==> src/rtl/pill_log_ram_scheduler.sv <==
// pill_log_ram_scheduler
//   Owns the single-port log RAM holding the 28-bit pill record. Zeroes the RAM
//   after reset, then writes periodic or forced snapshots of the record into a
//   circular buffer. A display/readback requester shares the port through a
//   request/ack handshake; pending writes always win.
//
//   Optional build macro: PILL_LOG_STOP_WHEN_FULL_EN
//     defined   - once DEPTH entries are stored, further snapshots are dropped
//                 (oldest entries kept), overflow is set
//     undefined - circular overwrite; the oldest entry is lost, overflow is set
//
//   state   | meaning
//   CLEAR   | zeroing RAM entries 0..DEPTH-1, triggers ignored, busy=1
//   IDLE    | waiting for a pending write or a read request
//   WRITE   | snapshot write presented on the RAM port
//   READ    | read address presented on the RAM port, rd_ack=1
//   RDWAIT  | RAM data returning, rd_valid=1

module pill_log_ram_scheduler #(
    parameter int DATA_W     = 28,
    parameter int ADDR_W     = 4,
    parameter int DEPTH      = 16,
    parameter int LOG_PERIOD = 60
) (
    input  logic              i_clk,
    input  logic              i_reset,
    input  logic              i_sec_tick,
    input  logic [DATA_W-1:0] i_log_data,
    input  logic              i_log_force,
    input  logic              i_rd_req,
    input  logic [ADDR_W-1:0] i_rd_addr,
    output logic              o_rd_ack,
    output logic              o_rd_valid,
    output logic [DATA_W-1:0] o_rd_data,
    output logic              o_ram_we,
    output logic [ADDR_W-1:0] o_ram_addr,
    output logic [DATA_W-1:0] o_ram_wdata,
    input  logic [DATA_W-1:0] i_ram_rdata,
    output logic [ADDR_W-1:0] o_wr_ptr,
    output logic [ADDR_W:0]   o_log_count,
    output logic              o_overflow,
    output logic              o_busy
);

    localparam int                PCNT_W    = (LOG_PERIOD > 1) ? $clog2(LOG_PERIOD) : 1;
    localparam logic [PCNT_W-1:0] PCNT_LAST = PCNT_W'(LOG_PERIOD - 1);
    localparam logic [ADDR_W:0]   FULL      = (ADDR_W + 1)'(DEPTH);
    localparam logic [ADDR_W-1:0] PTR_LAST  = ADDR_W'(DEPTH - 1);

    typedef enum logic [2:0] {
        S_CLEAR,
        S_IDLE,
        S_WRITE,
        S_READ,
        S_RDWAIT
    } state_t;

    state_t              r_state;
    logic [ADDR_W:0]     r_clr_addr;
    logic [PCNT_W-1:0]   r_period_cnt;
    logic                r_wr_pend;
    logic                r_ram_we;
    logic [ADDR_W-1:0]   r_ram_addr;
    logic [DATA_W-1:0]   r_ram_wdata;
    logic                r_rd_ack;
    logic                r_rd_valid;
    logic [DATA_W-1:0]   r_rd_data;
    logic [ADDR_W-1:0]   r_wr_ptr;
    logic [ADDR_W:0]     r_log_count;
    logic                r_overflow;
    logic                r_busy;

    logic                w_trig;
    logic                w_full;
    logic                w_store;

    // A snapshot is requested by a force pulse or by the last tick of a period.
    assign w_trig = (r_state != S_CLEAR) &&
                    (i_log_force || (i_sec_tick && (r_period_cnt == PCNT_LAST)));
    assign w_full = (r_log_count == FULL);
`ifdef PILL_LOG_STOP_WHEN_FULL_EN
    assign w_store = !w_full;
`else
    assign w_store = 1'b1;
`endif

    // Seconds counter between automatic snapshots; a force restarts the period.
    always_ff @(posedge i_clk) begin
        if (i_reset) begin
            r_period_cnt <= '0;
        end else if (r_state != S_CLEAR) begin
            if (i_log_force) begin
                r_period_cnt <= '0;
            end else if (i_sec_tick) begin
                r_period_cnt <= (r_period_cnt == PCNT_LAST) ? '0 : r_period_cnt + 1'b1;
            end
        end
    end

    // Pending-write flag: triggers merge while pending, a trigger in WRITE re-arms.
    always_ff @(posedge i_clk) begin
        if (i_reset) begin
            r_wr_pend <= 1'b0;
        end else if (r_state == S_WRITE) begin
            r_wr_pend <= w_trig;
        end else if (w_trig) begin
            r_wr_pend <= 1'b1;
        end
    end

    // Port arbiter FSM; RAM and handshake outputs are registered on state entry.
    always_ff @(posedge i_clk) begin
        if (i_reset) begin
            r_state     <= S_CLEAR;
            r_clr_addr  <= '0;
            r_ram_we    <= 1'b0;
            r_ram_addr  <= '0;
            r_ram_wdata <= '0;
            r_rd_ack    <= 1'b0;
            r_rd_valid  <= 1'b0;
            r_rd_data   <= '0;
            r_wr_ptr    <= '0;
            r_log_count <= '0;
            r_overflow  <= 1'b0;
            r_busy      <= 1'b1;
        end else begin
            case (r_state)
                S_CLEAR: begin
                    if (r_clr_addr == FULL) begin
                        r_state    <= S_IDLE;
                        r_ram_we   <= 1'b0;
                        r_ram_addr <= '0;
                        r_busy     <= 1'b0;
                    end else begin
                        r_ram_we    <= 1'b1;
                        r_ram_addr  <= r_clr_addr[ADDR_W-1:0];
                        r_ram_wdata <= '0;
                        r_clr_addr  <= r_clr_addr + 1'b1;
                    end
                end
                S_IDLE: begin
                    if (r_wr_pend) begin
                        r_state     <= S_WRITE;
                        r_ram_we    <= w_store;
                        r_ram_addr  <= r_wr_ptr;
                        r_ram_wdata <= i_log_data;
                    end else if (i_rd_req) begin
                        r_state    <= S_READ;
                        r_rd_ack   <= 1'b1;
                        r_ram_addr <= i_rd_addr;
                    end
                end
                S_WRITE: begin
                    r_state     <= S_IDLE;
                    r_ram_we    <= 1'b0;
                    r_ram_addr  <= '0;
                    r_ram_wdata <= '0;
                    if (w_store) begin
                        r_wr_ptr <= (r_wr_ptr == PTR_LAST) ? '0 : r_wr_ptr + 1'b1;
                    end
                    if (w_full) begin
                        r_overflow <= 1'b1;
                    end else begin
                        r_log_count <= r_log_count + 1'b1;
                    end
                end
                S_READ: begin
                    r_state    <= S_RDWAIT;
                    r_rd_ack   <= 1'b0;
                    r_ram_addr <= '0;
                    r_rd_valid <= 1'b1;
                end
                S_RDWAIT: begin
                    r_state    <= S_IDLE;
                    r_rd_valid <= 1'b0;
                    r_rd_data  <= i_ram_rdata;
                end
                default: begin
                    r_state    <= S_CLEAR;
                    r_clr_addr <= '0;
                    r_ram_we   <= 1'b0;
                    r_busy     <= 1'b1;
                end
            endcase
        end
    end

    // RAM data arrives during RDWAIT, so it is passed straight through while
    // rd_valid is high and held afterwards.
    assign o_rd_data   = r_rd_valid ? i_ram_rdata : r_rd_data;
    assign o_rd_ack    = r_rd_ack;
    assign o_rd_valid  = r_rd_valid;
    assign o_ram_we    = r_ram_we;
    assign o_ram_addr  = r_ram_addr;
    assign o_ram_wdata = r_ram_wdata;
    assign o_wr_ptr    = r_wr_ptr;
    assign o_log_count = r_log_count;
    assign o_overflow  = r_overflow;
    assign o_busy      = r_busy;

endmodule
==> config.mk <==
export PLATFORM = sky130hd
export DESIGN_NAME = pill_log_ram_scheduler
export DESIGN_NICKNAME = d
export VERILOG_FILES = /design/src/rtl/pill_log_ram_scheduler.sv
export SDC_FILE = /design/constraint.sdc
export NUM_CORES = 1
export LEC_CHECK = 0
export ABC_CLOCK_PERIOD_IN_PS = 1900
export CAP_MARGIN = 10
export CORE_ASPECT_RATIO = 1.1
export CORE_MARGIN = 2
export CORE_UTILIZATION = 41
export DETAILED_ROUTE_END_ITERATION = 8
export PLACE_DENSITY = 0.77
export SLEW_MARGIN = 10
export SYNTH_ARGS = -nofsm -noshare
export SYNTH_HDL_FRONTEND = slang
export SYNTH_SLANG_ARGS = --single-unit
==> constraint.sdc <==
create_clock -name i_clk -period 1.9 [get_ports i_clk]
set_input_delay 0.38 -clock i_clk [delete_from_list [all_inputs] [get_ports i_clk]]
set_output_delay 0.38 -clock i_clk [all_outputs]
set_load 0.05 [all_outputs]
==> metrics.cfg <==
[drt]
vias_per_cell = 5.14
first_iter_violations = 128
route.antenna.remaining_nets = 0
drt_wl_total_um = 10100
dr.pass1.iters = 4
drc = 0
num_vias = 3723
avgRoutedWirePerCell_um = 14.0

[logic_synthesis]
syn_area_mm2 = 0.00399
synth_area_leaders = dfxtp_1 (45%), nand2_1 (9.2%), a21oi_1 (9.2%), mux2_2 (9.0%), nand3_1 (3.6%)
syn_area_per_cell_um2 = 8.48
async_flop_share_pct = 0
yosysUniqueCellTypes = 52
yosys.area.top_type_share_pct = 44.7
yosysSeqAreaShare_pct = 44.7
ys_seq_elements = 89
synth_commonest_cells = nand2_1 (98), dfxtp_1 (89), a21oi_1 (73)
synth_top_area_cell = dfxtp_1
synth.most_common_cell = nand2_1
netlist_instances = 470
yosysWarnings = 0
syn_nets = 541
ys.flop_type = dfxtp_1
synth_enable_flop_cells = 0

[pwr]
power_leakage_nw = 2.40
power.total_mw = 3.43
vdd_drop_max_mv = 0.323
p_per_area_mw_per_mm2 = 604

[sta]
setup-tns-final_ps = 0
hold_violations = 0
tightestPinTransition_ps = 538
slew-limit-headroom_pct = 64.1
fin_crit_ps = 1870
fin_worst_skew_ps = 12.1
worst_hold_slack_ps = 453
setup_viol = 0
report.final.slew_viol_count = 0
max_freq_mhz = 536
period_share_pct = 98.2
setup_slack_ps = 34.2

[critical_path]
critPathCaptureType = primary output
cpPeakStageDelay_ps = 820
crit_buf_inv = 1
path_cells = clkdlybuf4s50_1
startpoint_type = flop
critPathKind = flop to primary output
cp_max_fo = 2
cp.arrival_ps = 1490
crit_path_top_delay_cell = clkdlybuf4s50_1
worstPathRequired_ps = 1520
crit_family = buffers and inverters

[cts]
cts_buffers = 9
cts_tree = built
cts.clk_slew.worst_paths_ps = 70
clock_path_buffers = 2
h-tree-depth = 3
cts-root-buf = clkbuf_8
insertion_delay_ps = 340
clkSinkCount = 89

[placed_design]
port_buffers = 138
dp_hpwl_um = 7340
dp_slack_ps = 101
finalWeightedCongestion = 0.804

[grt]
grt_use_total_pct = 18.7
use_met3_pct = 4.61
grt_pass1_wl_um = 16400
antenna_found_initial = 0
grt_max_degree = 29
grt_pass1_vias = 3510
met1_usage_pct = 23.1
met2_usage_pct = 31.7
grt.busiest_layer = met2
overflow = 0

[floorplan]
die_h_um = 107
die_area_mm2 = 0.0105
num_io_pins = 139
rows = 37
fp.dieW_um = 98.0
coreArea_mm2 = 0.00940
start_util_pct = 42.4

[finish]
syn2layout_area_growth_pct = 42.4
finish.utilization_pct = 60.4
fin_nets = 675
diodes = 0
drive_gt1_share_pct = 20.7

[worst_hold_path]
hold_class = flop to flop

[status]
run_status = completed

[run]
cap_violations = 0

-- metal layers --
| metal | wire length, um | vias up |
|---|---|---|
| met3 | 622 | 16 |
| li1 | - | 1887 |
| met2 | 4830 | 102 |
| met5 | 0 | - |
| met1 | 4490 | 1718 |
| met4 | 191 | 0 |
-- path summary, 6_finish.rpt --
check / slack, ps / cells after the start / start / end
worst max-delay path: 30 / 1 / o_ram_wdata[18] / o_ram_wdata[18]
worst min-delay path: 450 / 2 / o_ram_wdata[19] / o_ram_wdata[19]
worst max register to register: 180 / 7 / r_clr_addr[1] / o_ram_wdata[13]
worst min register to register: 450 / 2 / o_ram_wdata[19] / o_ram_wdata[19]
-- layout make-up --
type | instances | area [um^2]
fillers | 865 | 3720
multi-input cells | 339 | 2010
flip-flops and latches | 89 | 1790
repair buffers | 157 | 1500
clock buffers | 12 | 155
well taps | 117 | 146
clock inverters | 3 | 40.0
inverters | 8 | 33.8
-- layout by cell type (no fill, tap or decap), types with 2 or more instances in the layout --
cell type,synthesis,layout
nand4_1,5,5
dfxtp_1,89,86
nand2b_1,3,3
clkinv_2,0,2
buf_12,0,5
nand3_1,29,29
a21oi_1,73,73
buf_4,3,60
o21ai_0,9,9
o21bai_1,2,2
ha_1,6,6
clkbuf_8,0,11
o211ai_1,2,2
nand2_1,98,98
nor2_1,26,26
nor3_1,4,4
a32oi_1,2,2
inv_1,7,7
dlymetal6s2s_1,0,15
nor3b_2,3,2
a22oi_1,4,4
dfxtp_2,0,2
xor2_1,7,7
a211oi_1,5,5
and3_1,2,2
xnor2_1,3,3
mux2_2,32,32
dlygate4sd2_1,0,3
clkdlybuf4s50_1,0,73
-- power breakdown --
group / switching (mW) / total [mW] / internal, mW / leakage [nW]
sequential: 0.00975 / 1.88 / 1.87 / 0.720
combinational: 0.0991 / 0.249 / 0.150 / 1.58
clock: 0.626 / 1.30 / 0.670 / 0.102
total: 0.735 / 3.43 / 2.69 / 2.40
-- state kept, by name (all words and copies together) (netlist names), 3 cells and up --
name / flops
o_ram_addr: 4
r_state: 3
r_rd_data: 28
o_wr_ptr: 4
r_period_cnt: 6
o_log_count: 5
o_ram_wdata: 28
r_clr_addr: 5
-- cells by family after synthesis --
| logic type | after synthesis | synth area share [%] |
|---|---|---|
| AND/OR/NAND/NOR | 184 | 21.4 |
| AO/OA/AOI/OAI | 107 | 15.8 |
| flip-flops | 89 | 44.7 |
| buffers and inverters | 42 | 4.99 |
| multiplexers | 32 | 9.04 |
| XOR/XNOR | 10 | 2.20 |
| adder cells (fa/ha/maj) | 6 | 1.88 |
-- stage by stage --
stage,std cells,instance area (um^2)
2_1_floorplan,470,3990
4_1_cts,725,5630
5_1_grt,725,5680
3_3_place_gp,709,5430
6_report,725,5680
3_5_place_dp,709,5430
-- repair_timing --
action	4_1_cts	5_1_grt
setup endpoints to repair	24	48
setup buffers	1	0
hold buffers	0	0
gates resized for setup	4	18
pin swaps	0	0
Power figures use the tool's default switching activity.
